## config.mk

```make
export PLATFORM = sky130hd
export DESIGN_NAME = alu_seq
export DESIGN_NICKNAME = d
export VERILOG_FILES = /design/src/rtl/alu_pkg.sv /design/src/rtl/alu_mul_seq.sv /design/src/rtl/alu_seq.sv
export SDC_FILE = /design/constraint.sdc
export NUM_CORES = 1
export LEC_CHECK = 0
export BUFFER_PORTS_ARGS = -buffer_cell sky130_fd_sc_hd__buf_2
export CAP_MARGIN = 20
export CORE_ASPECT_RATIO = 1.4
export CORE_MARGIN = 3
export CORE_UTILIZATION = 61
export CTS_BUF_LIST = sky130_fd_sc_hd__clkbuf_16
export CTS_CLUSTER_DIAMETER = 100
export DETAILED_ROUTE_END_ITERATION = 16
export PLACE_DENSITY = 0.81
export SLEW_MARGIN = 5
export SYNTH_ARGS = -nofsm -noshare
export SYNTH_HDL_FRONTEND = slang
export SYNTH_SLANG_ARGS = --single-unit
```

## constraint.sdc

```tcl
create_clock -name clk -period 3.5 [get_ports clk]
set_input_delay 0.525 -clock clk [delete_from_list [all_inputs] [get_ports clk]]
set_output_delay 0.525 -clock clk [all_outputs]
set_load 0.02 [all_outputs]
```

## src/rtl/alu_pkg.sv

```systemverilog
// Shared definitions for the sequential ALU.
//   alu_op_e    : 4-bit opcode encoding (12..15 reserved)
//   alu_flags_t : result flags {carry, overflow, zero, negative}
//   alu_state_e : control FSM states
//   updates_cflag(): which opcodes load the carry-chain register
package alu_pkg;

    localparam int unsigned ALU_OP_W = 4;

    typedef enum logic [ALU_OP_W-1:0] {
        OP_ADD   = 4'd0,
        OP_SUB   = 4'd1,
        OP_AND   = 4'd2,
        OP_OR    = 4'd3,
        OP_XOR   = 4'd4,
        OP_XNOR  = 4'd5,
        OP_SHL   = 4'd6,
        OP_ROR   = 4'd7,
        OP_ADC   = 4'd8,
        OP_SBC   = 4'd9,
        OP_MUL   = 4'd10,
        OP_SRA   = 4'd11,
        OP_RSV12 = 4'd12,
        OP_RSV13 = 4'd13,
        OP_RSV14 = 4'd14,
        OP_RSV15 = 4'd15
    } alu_op_e;

    typedef struct packed {
        logic carry;
        logic overflow;
        logic zero;
        logic negative;
    } alu_flags_t;

    typedef enum logic {
        ST_IDLE     = 1'b0,
        ST_MUL_BUSY = 1'b1
    } alu_state_e;

    localparam alu_flags_t FLAGS_CLEAR = '0;

    // Single-cycle ops whose carry feeds the next ADC/SBC.
    // MUL also loads cflag, but on its completion edge rather than on accept.
    function automatic logic updates_cflag(input alu_op_e op);
        return (op == OP_ADD) || (op == OP_SUB) || (op == OP_ADC) || (op == OP_SBC);
    endfunction

endpackage

```

## src/rtl/alu_mul_seq.sv

```systemverilog
// Iterative shift-add unsigned multiplier, one partial product per cycle.
//   clk, rst_n : clock, asynchronous active-low reset
//   start      : load operands and begin (only when not busy)
//   a, b       : WIDTH-bit multiplicand / multiplier
//   busy       : iteration in progress (exactly WIDTH cycles after start)
//   done       : high during the last iteration cycle
//   product    : 2*WIDTH-bit result, valid while done is high (it is the
//                accumulator value after the current step, so the caller
//                can register it on the same edge as the last iteration)
module alu_mul_seq #(
    parameter int WIDTH = 8
) (
    input  logic               clk,
    input  logic               rst_n,
    input  logic               start,
    input  logic [WIDTH-1:0]   a,
    input  logic [WIDTH-1:0]   b,
    output logic               busy,
    output logic               done,
    output logic [2*WIDTH-1:0] product
);

    localparam int CW = $clog2(WIDTH);

    logic               busy_reg;
    logic [CW-1:0]      count_reg;
    logic [WIDTH-1:0]   mcand_reg;
    // Upper half accumulates partial products; lower half starts as the
    // multiplier and is shifted out one bit per step.
    logic [2*WIDTH-1:0] acc_reg;

    logic [WIDTH-1:0]   addend;
    logic [WIDTH:0]     partial;
    logic [2*WIDTH-1:0] step_val;

    always_comb begin
        addend   = acc_reg[0] ? mcand_reg : '0;
        partial  = {1'b0, acc_reg[2*WIDTH-1:WIDTH]} + {1'b0, addend};
        step_val = {partial, acc_reg[WIDTH-1:1]};
    end

    assign busy    = busy_reg;
    assign done    = busy_reg && (count_reg == CW'(WIDTH - 1));
    assign product = step_val;

    always_ff @(posedge clk or negedge rst_n) begin
        if (!rst_n) begin
            busy_reg  <= 1'b0;
            count_reg <= '0;
            mcand_reg <= '0;
            acc_reg   <= '0;
        end else if (start && !busy_reg) begin
            busy_reg  <= 1'b1;
            count_reg <= '0;
            mcand_reg <= a;
            acc_reg   <= {{WIDTH{1'b0}}, b};
        end else if (busy_reg) begin
            acc_reg   <= step_val;
            count_reg <= count_reg + 1'b1;
            if (done) begin
                busy_reg <= 1'b0;
            end
        end
    end

endmodule

```

## src/rtl/alu_seq.sv

```systemverilog
// Handshaked sequential ALU: single-cycle logic/arith/shift ops plus an
// iterative unsigned multiply, with registered result and flags.
//   clk, rst_n           : clock, asynchronous active-low reset
//   in_valid / in_ready  : operand bundle handshake (a, b, op)
//   out_valid / out_ready: result handshake (y, y_hi, flags)
//   y, y_hi              : result; y_hi is the product high half for MUL
//   carry, overflow, zero, negative : result flags
//   busy                 : multiply in progress
module alu_seq
    import alu_pkg::*;
#(
    parameter int WIDTH = 8
) (
    input  logic             clk,
    input  logic             rst_n,
    input  logic             in_valid,
    output logic             in_ready,
    input  logic [WIDTH-1:0] a,
    input  logic [WIDTH-1:0] b,
    input  logic [3:0]       op,
    output logic             out_valid,
    input  logic             out_ready,
    output logic [WIDTH-1:0] y,
    output logic [WIDTH-1:0] y_hi,
    output logic             carry,
    output logic             overflow,
    output logic             zero,
    output logic             negative,
    output logic             busy
);

    localparam int SW = $clog2(WIDTH);

    alu_state_e       state_reg, state_next;
    logic             out_valid_reg, out_valid_next;
    logic [WIDTH-1:0] y_reg, y_next;
    logic [WIDTH-1:0] y_hi_reg, y_hi_next;
    alu_flags_t       flags_reg, flags_next;
    logic             cflag_reg, cflag_next;

    alu_op_e          op_e;
    logic             accept;
    logic             mul_start;
    logic             mul_busy;
    logic             mul_done;
    logic [2*WIDTH-1:0] mul_product;

    logic [SW-1:0]    sh;
    logic             cin;
    logic [WIDTH:0]   add_full;
    logic [WIDTH:0]   sub_full;
    logic [WIDTH-1:0] alu_y;
    alu_flags_t       alu_flags;
    alu_flags_t       mul_flags;

    assign op_e      = alu_op_e'(op);
    assign in_ready  = (state_reg == ST_IDLE) && (!out_valid_reg || out_ready);
    assign accept    = in_valid && in_ready;
    assign mul_start = accept && (op_e == OP_MUL);
    assign sh        = b[SW-1:0];

    // ------------------------------------------------------------------
    // Rotate right as a log-depth barrel: stage gi rotates by 2**gi.
    // ------------------------------------------------------------------
    logic [WIDTH-1:0] ror_stage [SW+1];
    assign ror_stage[0] = a;

    for (genvar gi = 0; gi < SW; gi++) begin : g_ror
        localparam int unsigned RS = 2 ** gi;
        assign ror_stage[gi+1] = sh[gi]
            ? {ror_stage[gi][RS-1:0], ror_stage[gi][WIDTH-1:RS]}
            : ror_stage[gi];
    end

    // ------------------------------------------------------------------
    // Single-cycle datapath
    // ------------------------------------------------------------------
    always_comb begin
        cin      = ((op_e == OP_ADC) || (op_e == OP_SBC)) ? cflag_reg : 1'b0;
        // Subtraction at WIDTH+1 bits: bit WIDTH is the borrow.
        add_full = {1'b0, a} + {1'b0, b} + {{WIDTH{1'b0}}, cin};
        sub_full = {1'b0, a} - {1'b0, b} - {{WIDTH{1'b0}}, cin};

        alu_y          = '0;
        alu_flags      = FLAGS_CLEAR;
        case (op_e)
            OP_ADD, OP_ADC: begin
                alu_y              = add_full[WIDTH-1:0];
                alu_flags.carry    = add_full[WIDTH];
                alu_flags.overflow = (a[WIDTH-1] == b[WIDTH-1]) &&
                                     (add_full[WIDTH-1] != a[WIDTH-1]);
            end
            OP_SUB, OP_SBC: begin
                alu_y              = sub_full[WIDTH-1:0];
                alu_flags.carry    = sub_full[WIDTH];
                alu_flags.overflow = (a[WIDTH-1] != b[WIDTH-1]) &&
                                     (sub_full[WIDTH-1] != a[WIDTH-1]);
            end
            OP_AND:  alu_y = a & b;
            OP_OR:   alu_y = a | b;
            OP_XOR:  alu_y = a ^ b;
            OP_XNOR: alu_y = ~(a ^ b);
            OP_SHL:  alu_y = a << sh;
            OP_ROR:  alu_y = ror_stage[SW];
            OP_SRA:  alu_y = $signed(a) >>> sh;
            // MUL goes through the sequencer; reserved codes yield y = 0.
            default: alu_y = '0;
        endcase
        alu_flags.zero     = (alu_y == '0);
        alu_flags.negative = alu_y[WIDTH-1];
    end

    always_comb begin
        mul_flags          = FLAGS_CLEAR;
        mul_flags.carry    = (mul_product[2*WIDTH-1:WIDTH] != '0);
        mul_flags.zero     = (mul_product == '0);
        mul_flags.negative = mul_product[WIDTH-1];
    end

    alu_mul_seq #(
        .WIDTH (WIDTH)
    ) u_mul (
        .clk     (clk),
        .rst_n   (rst_n),
        .start   (mul_start),
        .a       (a),
        .b       (b),
        .busy    (mul_busy),
        .done    (mul_done),
        .product (mul_product)
    );

    assign busy = mul_busy;

    // ------------------------------------------------------------------
    // Control FSM and output register next-state
    // ------------------------------------------------------------------
    always_comb begin
        state_next     = state_reg;
        y_next         = y_reg;
        y_hi_next      = y_hi_reg;
        flags_next     = flags_reg;
        cflag_next     = cflag_reg;
        // A consumed result drops valid unless replaced on this same edge.
        out_valid_next = out_valid_reg && !out_ready;

        case (state_reg)
            ST_IDLE: begin
                if (accept) begin
                    if (op_e == OP_MUL) begin
                        state_next = ST_MUL_BUSY;
                    end else begin
                        y_next         = alu_y;
                        y_hi_next      = '0;
                        flags_next     = alu_flags;
                        out_valid_next = 1'b1;
                        if (updates_cflag(op_e)) begin
                            cflag_next = alu_flags.carry;
                        end
                    end
                end
            end
            ST_MUL_BUSY: begin
                if (mul_done) begin
                    state_next     = ST_IDLE;
                    y_next         = mul_product[WIDTH-1:0];
                    y_hi_next      = mul_product[2*WIDTH-1:WIDTH];
                    flags_next     = mul_flags;
                    cflag_next     = mul_flags.carry;
                    out_valid_next = 1'b1;
                end
            end
            default: state_next = ST_IDLE;
        endcase
    end

    always_ff @(posedge clk or negedge rst_n) begin
        if (!rst_n) begin
            state_reg     <= ST_IDLE;
            out_valid_reg <= 1'b0;
            y_reg         <= '0;
            y_hi_reg      <= '0;
            flags_reg     <= FLAGS_CLEAR;
            cflag_reg     <= 1'b0;
        end else begin
            state_reg     <= state_next;
            out_valid_reg <= out_valid_next;
            y_reg         <= y_next;
            y_hi_reg      <= y_hi_next;
            flags_reg     <= flags_next;
            cflag_reg     <= cflag_next;
        end
    end

    assign out_valid = out_valid_reg;
    assign y         = y_reg;
    assign y_hi      = y_hi_reg;
    assign carry     = flags_reg.carry;
    assign overflow  = flags_reg.overflow;
    assign zero      = flags_reg.zero;
    assign negative  = flags_reg.negative;

endmodule

```

---- After elaboration in Yosys (flattened, before gate mapping) ----
Index checks and enable logic that the tools add are counted.
W data, S select, Z words.
cells by class
  $add $sub $neg .......................... 6
  equal/unequal tests ..................... 20
  shift-type cells ........................ 2
  muxes and demuxes ....................... 38
  bitwise operators ....................... 5
  reduce and logical (&&, ||, !) cells .... 25
operator list
  cell                  count
  $mux W8               10
  $pmux W8 S9           1
  $mux W16              2
  $pmux W8 S2           2
  $add A8 B8 Y9         2
  $eq A4 B3 Y1 const B  4
  $eq A4 B4 Y1 const B  4
  $logic_not A16 Y1     1
  $mux W1               13
  $mux W4               3
  $add A9 B1 Y9         1
  $sub A8 B8 Y9         1
  $sub A9 B1 Y9         1
  $and A8 B8 Y8         1
  $eq A4 B2 Y1 const B  2
  $logic_and A1 B1 Y1   8
  $logic_not A8 Y1      1
  $not A8 Y8            1
  $or A8 B8 Y8          1
  $pmux W4 S2           1
  $reduce_bool A8 Y1    1
  $shl A8 B3 Y8         1
  $sshr A8 B3 Y8        1
  $xor A8 B8 Y8         1
  18 further kinds      32
word-level totals
  bits in registers ....................... 51
  bits of input ports ..................... 24
  output and inout bits ................... 23
  logic and storage cells ................. 109

---- Depth between registers and ports, before layout ----
Gate-level depths: netlist of the first run.
  word-level depth ........................ 11
  depth in mapped cells ................... 15
  gate-level depth less buffers ........... 13

---- By module ----
From an unflattened synthesis of the first run, not the netlist that was laid out.
second synthesis, totals
  cells, all modules ...................... 527
  area, all modules ....................... 4802.1 sq um
by module, submodules not included
  module       instances  cells an instance  area each (sq um)  sequential area each (sq um)
  alu_seq      1          386                3215.6             550.5
  alu_mul_seq  1          141                1586.5             700.7

---- Worst setup path before layout of the first run ----
No wires, ideal clock.
  path type ............................... input -> register
  start ................................... input port op[3]
  end ..................................... register flags_reg (netlist bit carry)
  library setup time ...................... 0.131 ns
  arrival ................................. 3.277 ns
  data required time ...................... 3.369 ns
  slack ................................... 0.092 ns
  stages on the path ...................... 12
  path buffers ............................ 2
  cell sequence ........................... clkbuf_1 clkbuf_1 nand3_1 fa_1 fa_1 o21a_1 o221a_2 a31oi_1 xor2_1 a211oi_1 a21oi_1 o21bai_1
between the ends
  cells in the longest elaborated chain, start to end .. 8
  elaborated cells on any way between the ends .. 17
  classes of those cells .................. 2 x add/sub; 5 x eq/ne; 5 x mux; 5 x reduce/logical
ends and longest elaborated chain
  what                                                   RTL line                      source
  start: declaration                                     alu_seq.sv:20                 input logic [3:0] op,
  $eq A4 B4 Y1                                           alu_seq.sv:79, alu_seq.sv:86
  $logic_or A1 B1 Y1                                     alu_seq.sv:79                 cin = ((op_e == OP_ADC) || (op_e == OP_SBC)) ? cflag_reg : 1'b0;
  $mux W1                                                alu_seq.sv:79
  $sub A9 B1 Y9 / $add A9 B1 Y9 (equally long branches)  alu_seq.sv:82, alu_seq.sv:81
  $pmux W2 S2                                            alu_seq.sv:86                 case (op_e)
  $mux W4                                                alu_seq.sv:150                if (op_e == OP_MUL) begin
  $mux W4                                                alu_seq.sv:149                if (accept) begin
  $pmux W4 S2                                            alu_seq.sv:147                case (state_reg)
  end signal: assignment                                 alu_seq.sv:190                flags_reg <= flags_next;
  end: declaration                                       alu_seq.sv:38                 alu_flags_t flags_reg, flags_next;
Several ways; a longest one is shown, not always the timed one. The select of a mux whose other input is x is not followed.
A chain may end at the register's enable or synchronous reset.

---- Worst setup path in the final report of the first run ----
  start ................................... register cflag_reg
  end ..................................... register flags_reg (netlist bit overflow)
between the ends
  cells in the longest elaborated chain, start to end .. 8
  elaborated cells on any way between the ends .. 11
  classes of those cells .................. 2 x add/sub; 2 x eq/ne; 5 x mux; 2 x reduce/logical
ends and longest elaborated chain
  what                                                   RTL line                      source
  start: declaration                                     alu_seq.sv:39                 logic cflag_reg, cflag_next;
  start signal: assignment                               alu_seq.sv:191                cflag_reg <= cflag_next;
  $mux W1 (*)                                            alu_seq.sv:79
  $sub A9 B1 Y9 / $add A9 B1 Y9 (equally long branches)  alu_seq.sv:82, alu_seq.sv:81
  $ne A1 B1 Y1, on equally long branches                 alu_seq.sv:97, alu_seq.sv:91
  $logic_and A1 B1 Y1, on equally long branches          alu_seq.sv:96, alu_seq.sv:90
  $pmux W2 S2 (*)                                        alu_seq.sv:86
  $mux W4 (*)                                            alu_seq.sv:150
  $mux W4 (*)                                            alu_seq.sv:149
  $pmux W4 S2 (*)                                        alu_seq.sv:147
Mark *: on every way between the ends. The rest lies on a longest branch, timed or not. The select of a mux whose other input is x is not followed.

==> results of run 1 <==
-- layout by cell type (no fill, tap or decap), types with 6 or more instances in the layout --
cell type  count
or3_1          6
o211ai_1       7
a22oi_1        6
nand3b_1       8
nor3_1         8
and2_1        12
nand3_1       20
inv_1         28
a21oi_1       20
o221a_2        6
ha_1          41
mux2i_1       11
buf_2         46
dfrtp_1       50
mux4_2         8
nor2_1        31
a221oi_1      11
buf_4         24
nand2b_1       6
o21ai_0       39
xor2_1         7
xnor2_1        7
nand2_1       70
nor4_1         6
mux2_2        15
-- cells by family (layout without fill, tap and decap cells) --
logic type	after synthesis	in the layout	share of synthesized area, %
adders and majority gates	46	46	12.9
xor gates and xnor gates	14	14	2.58
muxes	35	35	10.2
buffers and inverters	64	108	5.52
AOI/OAI and AO/OA	149	149	22.1
DFF	50	50	26.3
and+or+nand+nor	194	194	20.5
-- per-layer routing --
metal  routed length, um  track usage (%)
met1                5240             38.7
met2                7260             55.0
met3                 849             3.26
met4                 822             16.8
met5                   0                0
-- worst paths after layout --
check                                from                 end
worst max-delay path            cflag_reg            overflow
min in group clk                     y[0]                y[0]
worst max register to register  cflag_reg            overflow
max in group asynchronous           rst_n  u_mul.mcand_reg[4]
worst min register to register       y[0]                y[0]
worst min-delay path                rst_n             y_hi[3]
-- worst register-to-register path, delay by kind of cell, from the launching register on --
kind / cells / cell delay [ns]
fa+ha+maj: 2 / 0.70
flops: 1 / 0.43
buf+inv: 2 / 0.12
compound gates: 6 / 1.56
simple gates: 1 / 0.14
-- cell type report --
type | instances | share of cell area (%)
Multi-Input combinational cell | 438 | 61.3
Clock inverter | 3 | 0.473
Sequential cell | 50 | 23.6
Clock buffer | 5 | 2.36
Timing Repair Buffer | 70 | 7.76
Tap cell | 97 | 2.29
Inverter | 30 | 2.13
-- power by group --
group / internal (mW) / switching, mW / total, mW
sequential: 0.577 / 0 / 0.577
clock: 0.269 / 0.225 / 0.493
combinational: 0.169 / 0.243 / 0.413
==> metrics.csv, run 1 <==
metric;value;unit
Finished Layout Cells;693;
slowest CP cell;fa_1;
initial antenna violation count;0;
htree depth;2;
total CTS buffers;5;
setup_tns;0;ns
largest net degree at the start of global routing;32;
CP Data Arrival Time;3.26;ns
GRT Resource Usage Total;32.1;%
top post-synthesis cells by count;70 x nand2_1, 50 x dfrtp_1, 41 x ha_1;
crit end category;flip-flop;
top cell type's share of synthesized area;26.3;%
slew margin rel.;58.8;%
die height;111;um
Area Overhead vs Synth;11.2;%
Placed Cells;685;
Least-Margin Pin Slew;0.618;ns
number of synthesized flops with an enable pin;0;
Pwr Total;1.48;mW
Hold Slack;0.163;ns
Synth Net Count;622;
Setup Skew;0.0110;ns
crit-path max FO;3;
TritonCTS clock tree;done;
Reg clk slew, reported paths;0.07;ns
P per Cell Area;280;nW/um^2
register area share after synthesis;26.3;%
critical-path cell list;nand3_1, inv_1, fa_1, inv_1, ha_1, o21ai_0, a2111oi_0, a311oi_1, o32ai_1, o21ai_0, o21ai_0;
DP Area;5140;sq um
Initial DRT Pass Iterations;5;
WP depth;11;
footprint of the multi-input gates;3250;sq um
post-CTS setup repair buffer count;0;
gpl congestion;0.998;
MaxCap Viol Count;0;
GRT overflow;0;
clock latency at the later pin of the worst-skew pair;0.30;ns
CP max stage delay;0.53;ns
DP Wirelength;10800;um
count of cell types in the netlist;68;
layout cells sized above 1;20.1;%
Die X;80.7;um
most instantiated library cell after synthesis;nand2_1;
Worst setup SP type;flip-flop;
RSZ-0062 raised after global routing;false;
Nets;665;
cells on worst reg2reg path;11;
final wirelength;14200;um
dominant synthesized flop cell;dfrtp_1;
Final Hold Fails;0;
result of the run;completed;
DRC viols;0;
Hold-fix buffers, CTS;0;
vias in the first global route;4425;
synthesized flop and latch total;50;
maximum clock path buffer count;2;
Syn Inst Count;552;
Slew Limit Fails;0;
Routed Antenna Nets;0;
synth warn;0;
Async S/R FF share, synth;100;%
critical path class;reg2reg;
crit path buf inv count;2;
Util after Layout;71.0;%
CP delay by family, top;compound AO/OA/AOI/OAI gates;
# clock sinks;50;
worst vdd ir;379;uV
Area contributors post-synth;dfrtp_1 26%, ha_1 11%, nand2_1 5.5%, o21ai_0 4.1%, mux4_2 3.8%;
reg-to-reg slack, setup;0.41;ns
post-CTS sizing;0;
synthesized area per cell;8.62;sq um
fmax;323;MHz
Initial Util;63.9;%
Final WS setup;0.408;ns
Critical Path RT;3.67;ns
vias;4624;
Port Buf Inserts;46;
core area;7450;sq um
Pleak;2.44;nW
min cycle time layout;3.09;ns
FF+latch area;1250;sq um
n_diodes;0;
# setup viols final;0;
Clk Tree Root Cell;clkbuf_16;
worst hold path class;in2async;
die footprint;8910;sq um
fill cell count;620;
I/O pin cnt;47;
drt wl/cell;20.5;um
leading area contributor after synthesis;dfrtp_1;
max reg flops;16;
global-route wire length before repair;22500;um
Netlist Area Pre-Place;4760;sq um
Final Cell Area;5290;sq um
worst slack at placement;0.145;ns
Worst path most repeated cell;o21ai_0;
via density per instance;6.67;
DRT iter0 DRCs;472;
num rows;37;
share of the clock period used by the worst path;88.3;%
Note: power is estimated with default switching activity, not from simulation.
==> inputs of run 2 (changes only) <==
CELL_PAD_IN_SITES_DETAIL_PLACEMENT = 0   (was not set)
CELL_PAD_IN_SITES_GLOBAL_PLACEMENT = 1   (was not set)
CORE_UTILIZATION = 47   (was 61)
SYNTH_HIERARCHICAL = 1   (was not set)
==> run 2 against run 1 <==
- sequential share of layout area is 0.28 points lower
- critical path depth is 1 lower
- sequential cell count is the same
- largest power group unchanged
- via count shrank 7.8%
- critical endpoint is now carry
- synthesized cell count decreased by 4.5%
- wire length decreased by 0.58%
- largest cell class unchanged
- first-iteration DRC count is 34% lower
- combinational power increased by 30%
- die area rose by 29%
==> metrics.csv, run 2 <==
metric;value;unit;change
result of the run;completed;;unchanged
register area share after synthesis;26.1;%;was 26.3%
setup_tns;0;ns;unchanged
Initial Util;48.2;%;was 63.9%
worst vdd ir;391;uV;was 379 uV
CP delay by family, top;simple AND/OR/NAND/NOR gates;;was compound AO/OA/AOI/OAI gates
Final Cell Area;5350;sq um;was 5290 sq um
Least-Margin Pin Slew;0.948;ns;was 0.618 ns
commonest non-fill, non-tap cell in the layout;dfrtp_1;;was nand2_1
synth warn;6;;was 0
DP Wirelength;10800;um;about the same
max reg flops;16;;unchanged
htree depth;2;;unchanged
crit path buf inv count;0;;was 2
clock latency at the later pin of the worst-skew pair;0.30;ns;about the same
Die X;91.4;um;was 80.7 um
DRT iter0 DRCs;311;;was 472
critical path class;reg2reg;;unchanged
crit-path max FO;9;;was 3
top post-synthesis cells by count;50 x dfrtp_1, 41 x ha_1, 34 x inv_1;;was 70 x nand2_1, 50 x dfrtp_1, 41 x ha_1
core area;9950;sq um;was 7450 sq um
Clk Tree Root Cell;clkbuf_16;;unchanged
Initial DRT Pass Iterations;5;;unchanged
initial antenna violation count;0;;unchanged
post-CTS setup repair buffer count;0;;unchanged
dominant synthesized flop cell;dfrtp_1;;unchanged
Area contributors post-synth;dfrtp_1 26%, ha_1 11%, mux2i_1 5.0%, mux2_2 4.0%, a22o_1 3.1%;;was dfrtp_1 26%, ha_1 11%, nand2_1 5.5%, o21ai_0 4.1%, mux4_2 3.8%
Port Buf Inserts;46;;unchanged
Routed Antenna Nets;0;;unchanged
top cell type's share of synthesized area;26.1;%;was 26.3%
Pleak;2.53;nW;was 2.44 nW
n_diodes;0;;unchanged
largest net degree at the start of global routing;51;;was 32
Syn Inst Count;527;;was 552
final wirelength;14100;um;was 14,200 um
critical-path cell list;and2_1, ha_1, a211oi_1, nor3b_1, or4_4, and2_2, nor4_1, a31oi_1, o31a_1, a21o_1;;was nand3_1, inv_1, fa_1, inv_1, ha_1, o21ai_0, a2111oi_0, a311oi_1, o32ai_1, o21ai_0, o21ai_0
min cycle time layout;3.30;ns;was 3.09 ns
MaxCap Viol Count;0;;unchanged
most instantiated library cell after synthesis;dfrtp_1;;was nand2_1
Nets;640;;was 665
maximum clock path buffer count;2;;unchanged
slew margin rel.;36.8;%;was 58.8%
layout cells sized above 1;20.0;%;was 20.1%
die height;126;um;was 111 um
Async S/R FF share, synth;100;%;unchanged
Setup Skew;0.0121;ns;was 0.0110 ns
commonest non-fill, non-tap cells in the layout;50 x dfrtp_1, 46 x buf_2, 41 x ha_1;;was 70 x nand2_1, 50 x dfrtp_1, 46 x buf_2
die footprint;11500;sq um;was 8910 sq um
post-CTS sizing;0;;unchanged
worst hold path class;in2async;;unchanged
I/O pin cnt;47;;unchanged
P per Cell Area;314;nW/um^2;was 280 nW/um^2
Netlist Area Pre-Place;4800;sq um;was 4760 sq um
num rows;43;;was 37
Synth Net Count;597;;was 622
DP Area;5190;sq um;was 5140 sq um
global-route wire length before repair;22500;um;about the same
crit end category;flip-flop;;unchanged
GRT Resource Usage Total;24.7;%;was 32.1%
Reg clk slew, reported paths;0.07;ns;about the same
leading area contributor after synthesis;dfrtp_1;;unchanged
synthesized flop and latch total;50;;unchanged
vias;4262;;was 4,624
# setup viols final;0;;unchanged
share of the clock period used by the worst path;94.3;%;was 88.3%
vias in the first global route;4194;;was 4,425
total CTS buffers;5;;unchanged
via density per instance;6.05;;was 6.67
drt wl/cell;20.0;um;was 20.5 um
TritonCTS clock tree;done;;unchanged
fmax;303;MHz;was 323 MHz
DRC viols;0;;unchanged
CP max stage delay;0.54;ns;was 0.53 ns
Critical Path RT;3.69;ns;was 3.67 ns
count of cell types in the netlist;72;;was 68
Area Overhead vs Synth;11.5;%;was 11.2%
# clock sinks;50;;unchanged
RSZ-0062 raised after global routing;false;;unchanged
gpl congestion;0.939;;was 0.998
Final Hold Fails;0;;unchanged
synthesized area per cell;9.11;sq um;was 8.62 sq um
Slew Limit Fails;0;;unchanged
Worst setup SP type;flip-flop;;unchanged
Hold-fix buffers, CTS;0;;unchanged
slowest CP cell;nor4_1;;was fa_1
GRT overflow;0;;unchanged
CP Data Arrival Time;3.49;ns;was 3.26 ns
number of synthesized flops with an enable pin;0;;unchanged
run 2: metrics by stage:
step	utilization (%)	setup WS [ns]	cells	hold slack, ns	total power, mW
6_report	53.8	0.199	705	0.115	1.68
5_1_grt	53.8	0.0205	705	0.128	1.78
4_1_cts	53.6	0.204	704	0.481	1.69
3_5_place_dp	52.2	-0.00966	697	0.463	1.20
3_3_place_gp	52.2	0.102	697	0.472	1.20
2_1_floorplan	-	0.0829	527	0.229	1.04
run 2: worst paths after layout:
path	slack (ns)	cells past startpoint	end	from
worst min-delay path	0.12	1	u_mul/acc_reg[15]	rst_n
worst max-delay path	0.20	10	carry	u_mul/acc_reg[0]
worst min register to register	0.49	1	carry	carry
max in group asynchronous	2.89	2	u_mul/acc_reg[1]	rst_n
worst max register to register	0.20	10	carry	u_mul/acc_reg[0]
min in group clk	0.49	1	carry	carry
run 2: cells by family (layout without fill, tap and decap cells):
kind of cell	Yosys count	in the layout	share of synthesized area (%)
adder cells (fa/ha/maj)	46	46	12.8
flip-flops	50	50	26.1
XOR/XNOR	18	18	3.28
multiplexers	49	49	13.1
AND/OR/NAND/NOR	146	146	16.5
AO/OA/AOI/OAI	142	142	20.8
buffers and inverters	76	119	7.50
run 2: layer usage:
layer / up-vias / global-route usage (%) / share of wire (%)
li1: 2025 / - / -
met3: 30 / 2.05 / 4.5
met4: 0 / 11.3 / 3.9
met1: 2064 / 29.7 / 39
met5: - / 0 / 0
met2: 143 / 44.3 / 52
run 2: worst register-to-register path, delay by kind of cell, from the launching register on:
family	cells	cell delay [ns]
flops	1	0.45
compound gates	4	0.92
simple gates	5	1.50
fa+ha+maj	1	0.34
run 2: power by group:
part           total [mW]  switching [mW]  internal, mW
registers           0.664          0.0421         0.622
clock network       0.482           0.221         0.261
logic               0.536           0.308         0.227
run 2: area by class of cell:
cell class                      instances  area (sq um)
Clock buffer                            5           125
Sequential cell                        50          1250
Fill cell                             951          4600
Multi-Input combinational cell        401          3190
Clock inverter                          2          15.0
Timing Repair Buffer                   76           468
Inverter                               36           135
Tap cell                              135           169
==> inputs of run 3 (changes only) <==
CORE_MARGIN = 1.5   (was 3)
HOLD_SLACK_MARGIN = 0.12   (was not set)
==> run 3 against run 2 <==
- die area shrank 5.6%
- utilization grew 0.91 points
- non-clock buffer count grew 1
- combinational power is essentially flat
- setup slack lost 0.00058 ns
- clock skew shrank 0.0058 ns
- clock-buffer cell count is the same
- sequential power is essentially flat
- final cell count grew 0.28%
- wire length shrank 2.7%
- clock power grew 29%
==> metrics.csv, run 3 (synthesis results as in run 2) <==
metric;value;unit;change
result of the run;completed;;unchanged
layout cells sized above 1;20.3;%;was 20.0%
DRC viols;0;;unchanged
min cycle time layout;3.30;ns;about the same
worst reg2reg startpoint;u_mul/acc_reg[0];;unchanged
core area;9900;sq um;was 9950 sq um
via density per instance;6.08;;was 6.05
Final Hold Fails;0;;unchanged
initial antenna violation count;1;;was 0
GRT Resource Usage Total;26.6;%;was 24.7%
Critical Path RT;3.69;ns;about the same
P per Cell Area;337;nW/um^2;was 314 nW/um^2
setup_tns;0;ns;unchanged
GRT busiest layer;met2;;unchanged
die footprint;10800;sq um;was 11,500 sq um
worst vdd ir;427;uV;was 391 uV
commonest non-fill, non-tap cell in the layout;dfrtp_1;;unchanged
max reg flops;16;;unchanged
n_diodes;0;;unchanged
drt wl/cell;19.4;um;was 20.0 um
Util after Layout;54.7;%;was 53.8%
fmax;303;MHz;about the same
Clk Tree Root Cell;clkbuf_16;;unchanged
Area Overhead vs Synth;12.8;%;was 11.5%
Setup Skew;0.00628;ns;was 0.0121 ns
total CTS buffers;5;;unchanged
MaxCap Viol Count;0;;unchanged
post-CTS setup repair buffer count;0;;unchanged
share of the clock period used by the worst path;94.3;%;about the same
Initial Util;48.5;%;was 48.2%
fill cell count;981;;was 951
Least-Margin Pin Slew;0.927;ns;was 0.948 ns
# setup viols final;0;;unchanged
slew margin rel.;37.4;%;was 36.8%
M1 GR Usage;31.1;%;was 29.7%
final wirelength;13700;um;was 14,100 um
Routed Antenna Nets;0;;unchanged
# clock sinks;50;;unchanged
DP Wirelength;10400;um;was 10,800 um
Hold-fix buffers, CTS;0;;unchanged
worst hold path class;in2async;;unchanged
critical path class;reg2reg;;unchanged
die height;123;um;was 126 um
clock latency at the later pin of the worst-skew pair;0.30;ns;about the same
Initial DRT Pass Iterations;7;;was 5
Port Buf Inserts;46;;unchanged
Hold Slack;0.117;ns;was 0.115 ns
largest net degree at the start of global routing;51;;unchanged
Nets;641;;was 640
num rows;43;;unchanged
commonest non-fill, non-tap cells in the layout;50 x dfrtp_1, 46 x buf_2, 41 x ha_1;;unchanged
maximum clock path buffer count;2;;unchanged
post-CTS sizing;0;;unchanged
RSZ-0062 raised after global routing;false;;unchanged
crit-path max FO;9;;unchanged
vias;4296;;was 4,262
gpl congestion;0.954;;was 0.939
Pwr Total;1.83;mW;was 1.68 mW
htree depth;2;;unchanged
Die X;88.4;um;was 91.4 um
Reg clk slew, reported paths;0.07;ns;about the same
crit end category;flip-flop;;unchanged
Worst Setup SP;u_mul/acc_reg[0];;unchanged
global-route wire length before repair;21900;um;was 22,500 um
Pleak;2.56;nW;was 2.53 nW
met2 usage;47.2;%;was 44.3%
vias in the first global route;4207;;was 4,194
I/O pin cnt;47;;unchanged
DRT iter0 DRCs;324;;was 311
GRT overflow;0;;unchanged
Slew Limit Fails;0;;unchanged
CP Data Arrival Time;3.49;ns;about the same
met3 Track Usage GR;2.69;%;was 2.05%
TritonCTS clock tree;done;;unchanged
Worst setup SP type;flip-flop;;unchanged
## run 3: stage by stage
| step | setup slack, ns | std cells | instance area (sq um) |
|---|---|---|---|
| final | 0.198 | 707 | 5420 |
| after global routing | 0.0929 | 707 | 5420 |
| after CTS | 0.228 | 706 | 5400 |
| after detailed placement | 0.0495 | 698 | 5200 |
| after global placement | 0.0523 | 698 | 5200 |
| after floorplan | 0.0829 | 527 | 4800 |
## run 3: worst paths after layout
path / endpoint / slack [ns] / cells after the start
min in group clk: carry / 0.48 / 1
worst max-delay path: cflag_reg / 0.20 / 10
worst max register to register: cflag_reg / 0.20 / 10
worst min-delay path: out_valid / 0.12 / 1
max in group asynchronous: u_mul/acc_reg[13] / 2.87 / 2
worst min register to register: carry / 0.48 / 1
## run 3: layout make-up
class / instances / area [sq um] / area share, %
clock buffer: 5 / 125 / 2.31
clock inverter: 3 / 68.8 / 1.27
inverter: 36 / 135 / 2.50
multi-input combinational: 401 / 3190 / 58.9
sequential: 50 / 1250 / 23.1
tap: 135 / 169 / 3.12
timing repair buffer: 77 / 475 / 8.78
## run 3: per-layer routing
metal  vias to the layer above  share of wire, %
li1                       2032                 -
met1                      2098                40
met2                       129                52
met3                        37               3.6
met4                         0               4.8
met5                         -                 0
## run 3: critical path, cell delays in order (launching register included)
cell and delay [ns]:
dfrtp_1 0.45, and2_1 0.21, ha_1 0.33, a211oi_2 0.25
nor3_1 0.12, or4_4 0.49, and2_2 0.22, nor4_1 0.54
a31oi_1 0.23, o31a_1 0.19, a21o_1 0.17
## run 3: power breakdown
part / switching, mW / internal [mW] / total [mW]
logic: 0.310 / 0.229 / 0.539
registers: 0.0425 / 0.623 / 0.665
clock network: 0.213 / 0.410 / 0.624
